===== src/rtl/if_id_ctrl.sv =====
// IF/ID sequencing controller: chooses load/loop/stall/flush for the IF/ID register each cycle,
// drives fetch hold/redirect and decoder issue strobes, and tracks halt and redirect bubbles.
module if_id_ctrl #(
    parameter int unsigned REDIRECT_BUBBLES = 2,
    parameter int unsigned CNT_W            = 16
) (
    input  logic             clk,
    input  logic             reset,
    input  logic             id_i1v,
    input  logic             id_i2v,
    input  logic [1:0]       be_ready,
    input  logic             redirect,
    input  logic [15:0]      redirect_pc,
    input  logic             halt_dec,
    input  logic             resume,
    output logic             ifid_stall,
    output logic             ifid_flush,
    output logic             ifid_loop,
    output logic             fetch_hold,
    output logic             fetch_redirect,
    output logic [15:0]      fetch_pc,
    output logic             dec_fire1,
    output logic             dec_fire2,
    output logic [1:0]       state_o,
    output logic [CNT_W-1:0] stall_cnt,
    output logic [CNT_W-1:0] loop_cnt
);

    typedef enum logic [1:0] {
        StRun   = 2'b00,
        StRedir = 2'b01,
        StHalt  = 2'b10
    } state_e;

    localparam logic [3:0] BubInit = 4'(REDIRECT_BUBBLES - 1);

    state_e     state_q;
    logic [3:0] bub_q;

    assign state_o = state_q;

    always_comb begin
        ifid_stall = 1'b0;
        ifid_flush = 1'b0;
        ifid_loop  = 1'b0;
        fetch_hold = 1'b0;
        dec_fire1  = 1'b0;
        dec_fire2  = 1'b0;
        if (reset || redirect) begin
            ifid_flush = 1'b1;
        end else begin
            unique case (state_q)
                StHalt: begin
                    ifid_stall = 1'b1;
                    fetch_hold = 1'b1;
                end
                StRedir: ifid_flush = 1'b1;
                default: begin
                    if (id_i1v || id_i2v) begin
                        if (be_ready == 2'd0) begin
                            ifid_stall = 1'b1;
                            fetch_hold = 1'b1;
                        end else if (id_i1v && id_i2v) begin
                            // be_ready[1] covers both 2 and 3; with one slot free, I2 loops back
                            dec_fire1  = 1'b1;
                            dec_fire2  = be_ready[1];
                            ifid_loop  = ~be_ready[1];
                            fetch_hold = ~be_ready[1];
                        end else begin
                            dec_fire1 = id_i1v;
                            dec_fire2 = id_i2v;
                        end
                    end
                end
            endcase
        end
    end

    always_ff @(posedge clk) begin
        if (reset) begin
            state_q        <= StRun;
            bub_q          <= 4'd0;
            fetch_redirect <= 1'b0;
            fetch_pc       <= 16'h0000;
            stall_cnt      <= '0;
            loop_cnt       <= '0;
        end else begin
            fetch_redirect <= redirect;
            if (redirect) begin
                fetch_pc <= redirect_pc;
                state_q  <= StRedir;
                bub_q    <= BubInit;
            end else begin
                unique case (state_q)
                    StHalt: begin
                        if (resume) state_q <= StRun;
                    end
                    StRedir: begin
                        if (bub_q == 4'd0) state_q <= StRun;
                        else               bub_q   <= bub_q - 4'd1;
                    end
                    default: begin
                        state_q <= (halt_dec && (dec_fire1 || dec_fire2)) ? StHalt : StRun;
                    end
                endcase
            end
            if (ifid_stall && (stall_cnt != '1)) stall_cnt <= stall_cnt + CNT_W'(1);
            if (ifid_loop && (loop_cnt != '1))   loop_cnt  <= loop_cnt + CNT_W'(1);
        end
    end

endmodule


===== config.mk =====
export PLATFORM = sky130hd
export DESIGN_NAME = if_id_ctrl
export DESIGN_NICKNAME = d
export VERILOG_FILES = /design/src/rtl/if_id_ctrl.sv
export SDC_FILE = /design/constraint.sdc
export NUM_CORES = 1
export LEC_CHECK = 0
export ABC_AREA = 1
export ABC_CLOCK_PERIOD_IN_PS = 3100
export CORE_ASPECT_RATIO = 1.4
export CORE_MARGIN = 8
export CORE_UTILIZATION = 50
export DETAILED_ROUTE_END_ITERATION = 10
export PLACE_DENSITY = 0.84
export REMOVE_ABC_BUFFERS = 1
export SLEW_MARGIN = 20
export SYNTH_ARGS = -nofsm -noshare
export SYNTH_HDL_FRONTEND = slang
export SYNTH_SLANG_ARGS = --single-unit

===== constraint.sdc =====
create_clock -name clk -period 3.1 [get_ports clk]
set_clock_uncertainty 0.05 [all_clocks]
set_input_delay 0.31 -clock clk [delete_from_list [all_inputs] [get_ports clk]]
set_output_delay 0.31 -clock clk [all_outputs]
set_load 0.02 [all_outputs]

==> out/results.tsv, run 1 <==
metric	value	unit
clock.fmax	0.380	GHz
htree_levels	2	
synth-edff-count	0	
r2r_start	loop_cnt[0]	
cp.required	2740	ps
die_area	8320	µm²
n_fill_cell	468	
r2r_setup_slack	960	ps
ys_types	28	
grt_pass1_vias	2796	
hold_start	fetch_pc[1]	
grt_pass1_wl	12800	µm
wl	7640	µm
grt_overflow	0	
drive_above_1_share	5.79	%
switching_share	21.9	%
combPwrFrac	10.3	%
max-slew-margin-rel	51.3	%
fin_crit	2630	ps
synth_top_cell_area_share	39.1	%
end_kind	output port	
worst-path-buf-inv	3	
rows	32	
finalHoldWorstSlack	440	ps
core-area	5490	µm²
p_switching	0.314	mW
ys_warn_count	0	
cap_viol_max_count	0	
place_hpwl	5830	µm
final_nets	513	
status	complete, no violations	
cts_root_buffer	clkbuf_8	
holdPathStages	1	
dr.pass1.iters	4	
avgSynthCellArea	6.99	µm²
finalHoldViolCount	0	
cts_max_path_buffers	2	
seq_power_share	51.0	%
path_max_fanout	4	
cts_resized	0	
grt_start_max_net_pins	31	
diodes	0	
ys_ff_latch	55	
initial_utilization	51.3	%
multi_input_area	1510	µm²
synth.area.top_cells	dfxtp_1, nand2_1, nor2_1	
die_x	79.4	µm
crit_family	buffers and inverters	
grt_use_total	18.5	%
area_growth	34.8	%
path_class	flop to output port	
synthesis.area	2820	µm²
start_kind	flop	
cts.sinks	55	
hp-class	flop to flop	
antenna_found_initial	0	
clk_latency	310	ps
ys.flop_type	dfxtp_1	
rsz0062_at_grt	false	
holdBufCountCts	0	
ir_worst_vdd	0.260	mV
numCtsBuffers	5	
routabilityCongestion	0.894	
port_buffers	81	
clk_pin_slew	100	ps
critPathMaxStageDelay	630	ps
leakage	1.37	nW
drc	0	
drtIter0Drc	215	
cp.arrival	2270	ps
timing.final.crit_share	84.9	%
ios	82	
power.density	378	nW/µm²
path_depth	7	
seq_area_frac_synth	39.1	%
drv_slew	0	
synth-async-reset-ratio	0	%
cts_tree	done	
num_vias	2891	
post-cts-setup-buffer-count	0	
viasPerCell	5.24	
power_frac_clock	38.7	%
setup_viol	0	
reg2regPathDepth	8	
synth_top_cell_by_area	dfxtp_1	
final.setup.tns	0	ps
cpMaxStageDelayCell	clkdlybuf4s50_1	
worstMarginPinSlew	729	ps
die_y	105	µm
drt-wirelength-per-cell	13.8	µm
syn_inst	403	
synthTopCellsByCount	nand2_1, dfxtp_1, nor2_1	
post-synth-top-count-cell	nand2_1	
ant_nets	0	
p_int	1.12	mW
cp-startpoint	state_o[0]	
crit_chain	inv_1 > ha_1 > or2_1 > nand2_1 > nand2_1 > inv_1 > clkdlybuf4s50_1	
ff_latch_area	1100	µm²
cell usage in the layout (no fill, tap or decap), drive strengths merged:
master / count
nand2: 133
clkdlybuf4s50: 81
dfxtp: 55
nor2: 52
inv: 37
a21oi: 32
nand3: 18
a22o: 16
o21ai: 15
nand4: 12
xor2: 8
clkbuf: 6
xnor2: 5
ha: 5
nor3: 2
bufinv: 2
buf: 2
or2: 2
a31o: 1
final timing paths:
kind | to
max | ifid_stall
min | fetch_pc[1]
max reg2reg | loop_cnt[1]
min reg2reg | fetch_pc[1]
metrics by stage:
stage          util (%)  instances  cell area (µm²)  worst slack, ps  total power, mW
2_1_floorplan         -        393             2750             1170            0.809
3_3_place_gp       66.7        544             3660              648            0.894
3_5_place_dp       66.7        544             3660              613            0.897
4_1_cts            69.2        552             3790              465             1.44
5_1_grt            69.2        552             3800              334             1.49
6_report           69.2        552             3800              470             1.43
power groups by stage:
stage / Clock [mW] / Combinational, mW / Sequential, mW
global route: 0.597 / 0.159 / 0.735
global placement: 0 / 0.146 / 0.748
detailed placement: 0 / 0.148 / 0.749
finish: 0.555 / 0.148 / 0.732
floorplan: 0 / 0.0426 / 0.766
CTS: 0.563 / 0.149 / 0.732
area by class of cell:
| cell class | count | area share, % |
|---|---|---|
| Inverter | 37 | 3.66 |
| Sequential cell | 55 | 29.0 |
| Clock buffer | 6 | 1.91 |
| Timing Repair Buffer | 83 | 21.8 |
| Tap cell | 68 | 2.24 |
| Clock inverter | 2 | 1.58 |
| Multi-Input combinational cell | 301 | 39.8 |
flip-flops by register name, summed over array words and instances, names as in the netlist:
register and flops:
stall_cnt 16, state_o 2, fetch_redirect 1, fetch_pc 16, bub_q 4, loop_cnt 16
kinds of logic (layout without fill, tap and decap cells):
group           count (synthesis)  count (layout)  synth area share, %
compound gates                 64              64                 14.2
simple gates                  219             219                 33.2
xor+xnor                       13              13                 4.04
buf+inv                        47             128                 7.24
flops                          55              55                 39.1
fa+ha+maj                       5               5                 2.22
per-layer routing:
metal	track usage, %	up-vias	wire length, µm
li1	-	1462	-
met1	20.3	1322	3030
met2	33.2	94	3960
met3	3.95	13	455
met4	7.45	0	197
met5	0	-	0
worst register-to-register path: stages, from the launching register on:
cell	delay (ps)
dfxtp_1	470
ha_1	290
nand3_2	140
inv_1	150
nand2_2	80
o21ai_4	400
inv_2	240
nor2_1	150
nor2_1	60
Note: power is estimated with default switching activity, not from simulation.
==> inputs of run 2 (changes only) <==
ABC_CLOCK_PERIOD_IN_PS = 2280   (was 3100)
CORE_UTILIZATION = 43   (was 50)
PLACE_DENSITY = 0.76   (was 0.84)
clock period = 2.28 ns   (was 3.1 ns; I/O delays follow)
==> run 2 against run 1 <==
Net effect: register-to-register slack worse by 720 ps; highest routed layer unchanged; critical path depth down 1; global-route usage down 2.4 points; utilization down 10 points; routed wire length down 0.59%; non-clock buffer count up 8; critical path type is now input port to output port.
==> out/results.tsv, run 2 (same netlist as run 1, synthesis figures left out) <==
metric	value	unit
status	complete, no violations	
reg2reg_to	loop_cnt[1]	
power.density	466	nW/µm²
num_vias	2865	
holdBufCountCts	0	
cts.sinks	55	
post-cts-setup-buffer-count	0	
max-slew-margin-rel	54.9	%
drive_above_1_share	7.93	%
power.total	1.78	mW
clock.fmax	0.457	GHz
hp-class	flop to flop	
cts_tree	done	
cts_root_buffer	clkbuf_8	
final_nets	521	
die_x	84.4	µm
dp.cells	558	
worstMarginPinSlew	675	ps
grt_start_max_net_pins	30	
wl	7600	µm
r2r_setup_slack	240	ps
pre_cts_slack	61.1	ps
clk_pin_slew	110	ps
leakage	1.40	nW
clk_latency	310	ps
holdPathEnd	bub_q[3]	
start_kind	input port	
grt_pass1_wl	12600	µm
hold_start	bub_q[3]	
r2r_start	loop_cnt[1]	
drv_slew	0	
htree_levels	2	
final.setup.tns	0	ps
routabilityCongestion	0.886	
ir_worst_vdd	0.396	mV
grt_use_total	16.1	%
final_util	58.9	%
finalHoldWorstSlack	441	ps
numCtsBuffers	5	
diodes	0	
path_class	input port to output port	
fin_crit	2190	ps
drtIter0Drc	171	
dr.pass1.iters	4	
die_y	112	µm
grt_pass1_vias	2715	
path_max_fanout	5	
cap_viol_max_count	0	
cts_max_path_buffers	2	
setup_viol	0	
reg.largest.list	fetch_pc: 16 flops, loop_cnt: 16 flops, stall_cnt: 16 flops	
viasPerCell	5.06	
reg2regPathDepth	8	
final.setup.worst_slack	92.9	ps
die_area	9430	µm²
ios	82	
grt_overflow	0	
initial_utilization	43.4	%
final_area	3810	µm²
place_hpwl	5850	µm
timing.final.crit_share	95.9	%
final_cells	566	
rows	35	
core-area	6480	µm²
holdPathStages	2	
antenna_found_initial	0	
layout_common_cells	nand2_1, clkdlybuf4s50_1, dfxtp_1	
ant_nets	0	
drt-wirelength-per-cell	13.4	µm
finalHoldViolCount	0	
port_buffers	81	
cp.required	2000	ps
area_growth	35.5	%
place_area	3730	µm²
end_kind	output port	
rsz0062_at_grt	false	
drc	0	
layout.cells.most_common	nand2_1	
cp.arrival	1910	ps
==> run 2: cell types whose count changed in the layout (fill, tap and decap cells not counted) <==
cell / before / now
dlygate4sd2_1: 0 / 2
inv_8: 0 / 1
clkdlybuf4s50_1: 81 / 77
bufinv_16: 2 / 0
inv_6: 0 / 1
clkinvlp_4: 0 / 1
buf_4: 2 / 10
clkbuf_1: 1 / 0
clkbuf_2: 0 / 2
==> run 2: worst max path at each step <==
stage | start | end | slack [ps] | cells after the start
after floorplan | state_o[0] | stall_cnt[12] | 350 | 8
after global placement | reset | dec_fire2 | 90 | 5
after detailed placement | reset | dec_fire1 | 60 | 5
after CTS | state_o[0] | ifid_stall | 40 | 7
after global routing | reset | ifid_loop | 20 | 6
final | reset | ifid_loop | 90 | 6
==> run 2: repair_timing <==
item                       in CTS  in global routing
gates resized for setup         4                  5
gates cloned                    0                  0
setup endpoints to repair       4                  2
==> run 2: where the power goes <==
| part | switching [mW] | internal (mW) |
|---|---|---|
| sequential | 0.0120 | 0.983 |
| combinational | 0.101 | 0.104 |
| clock | 0.347 | 0.229 |
==> run 2: final cells by class <==
class                      instances  area, µm²
timing repair buffer              91        873
multi-input combinational        301       1510
clock inverter                     3       27.5
inverter                          37        139
sequential                        55       1100
tap                               74       92.6
fill                             659       2670
clock buffer                       5       68.8
==> run 2: per-layer routing <==
metal	wire, µm	share of wire (%)	vias to the layer above	GRT usage, %
met1	3050	40	1316	17.9
met2	4080	54	60	29.6
met3	365	4.8	6	3.39
met5	0	0	-	0
met4	96	1.3	0	4.65
li1	-	-	1483	-
==> run 2: critical path, stage by stage <==
cell             delay, ps
clkdlybuf4s50_1        500
nor2_2                 210
buf_4                  160
nand3_1                 70
nor2_2                 110
clkdlybuf4s50_1        620
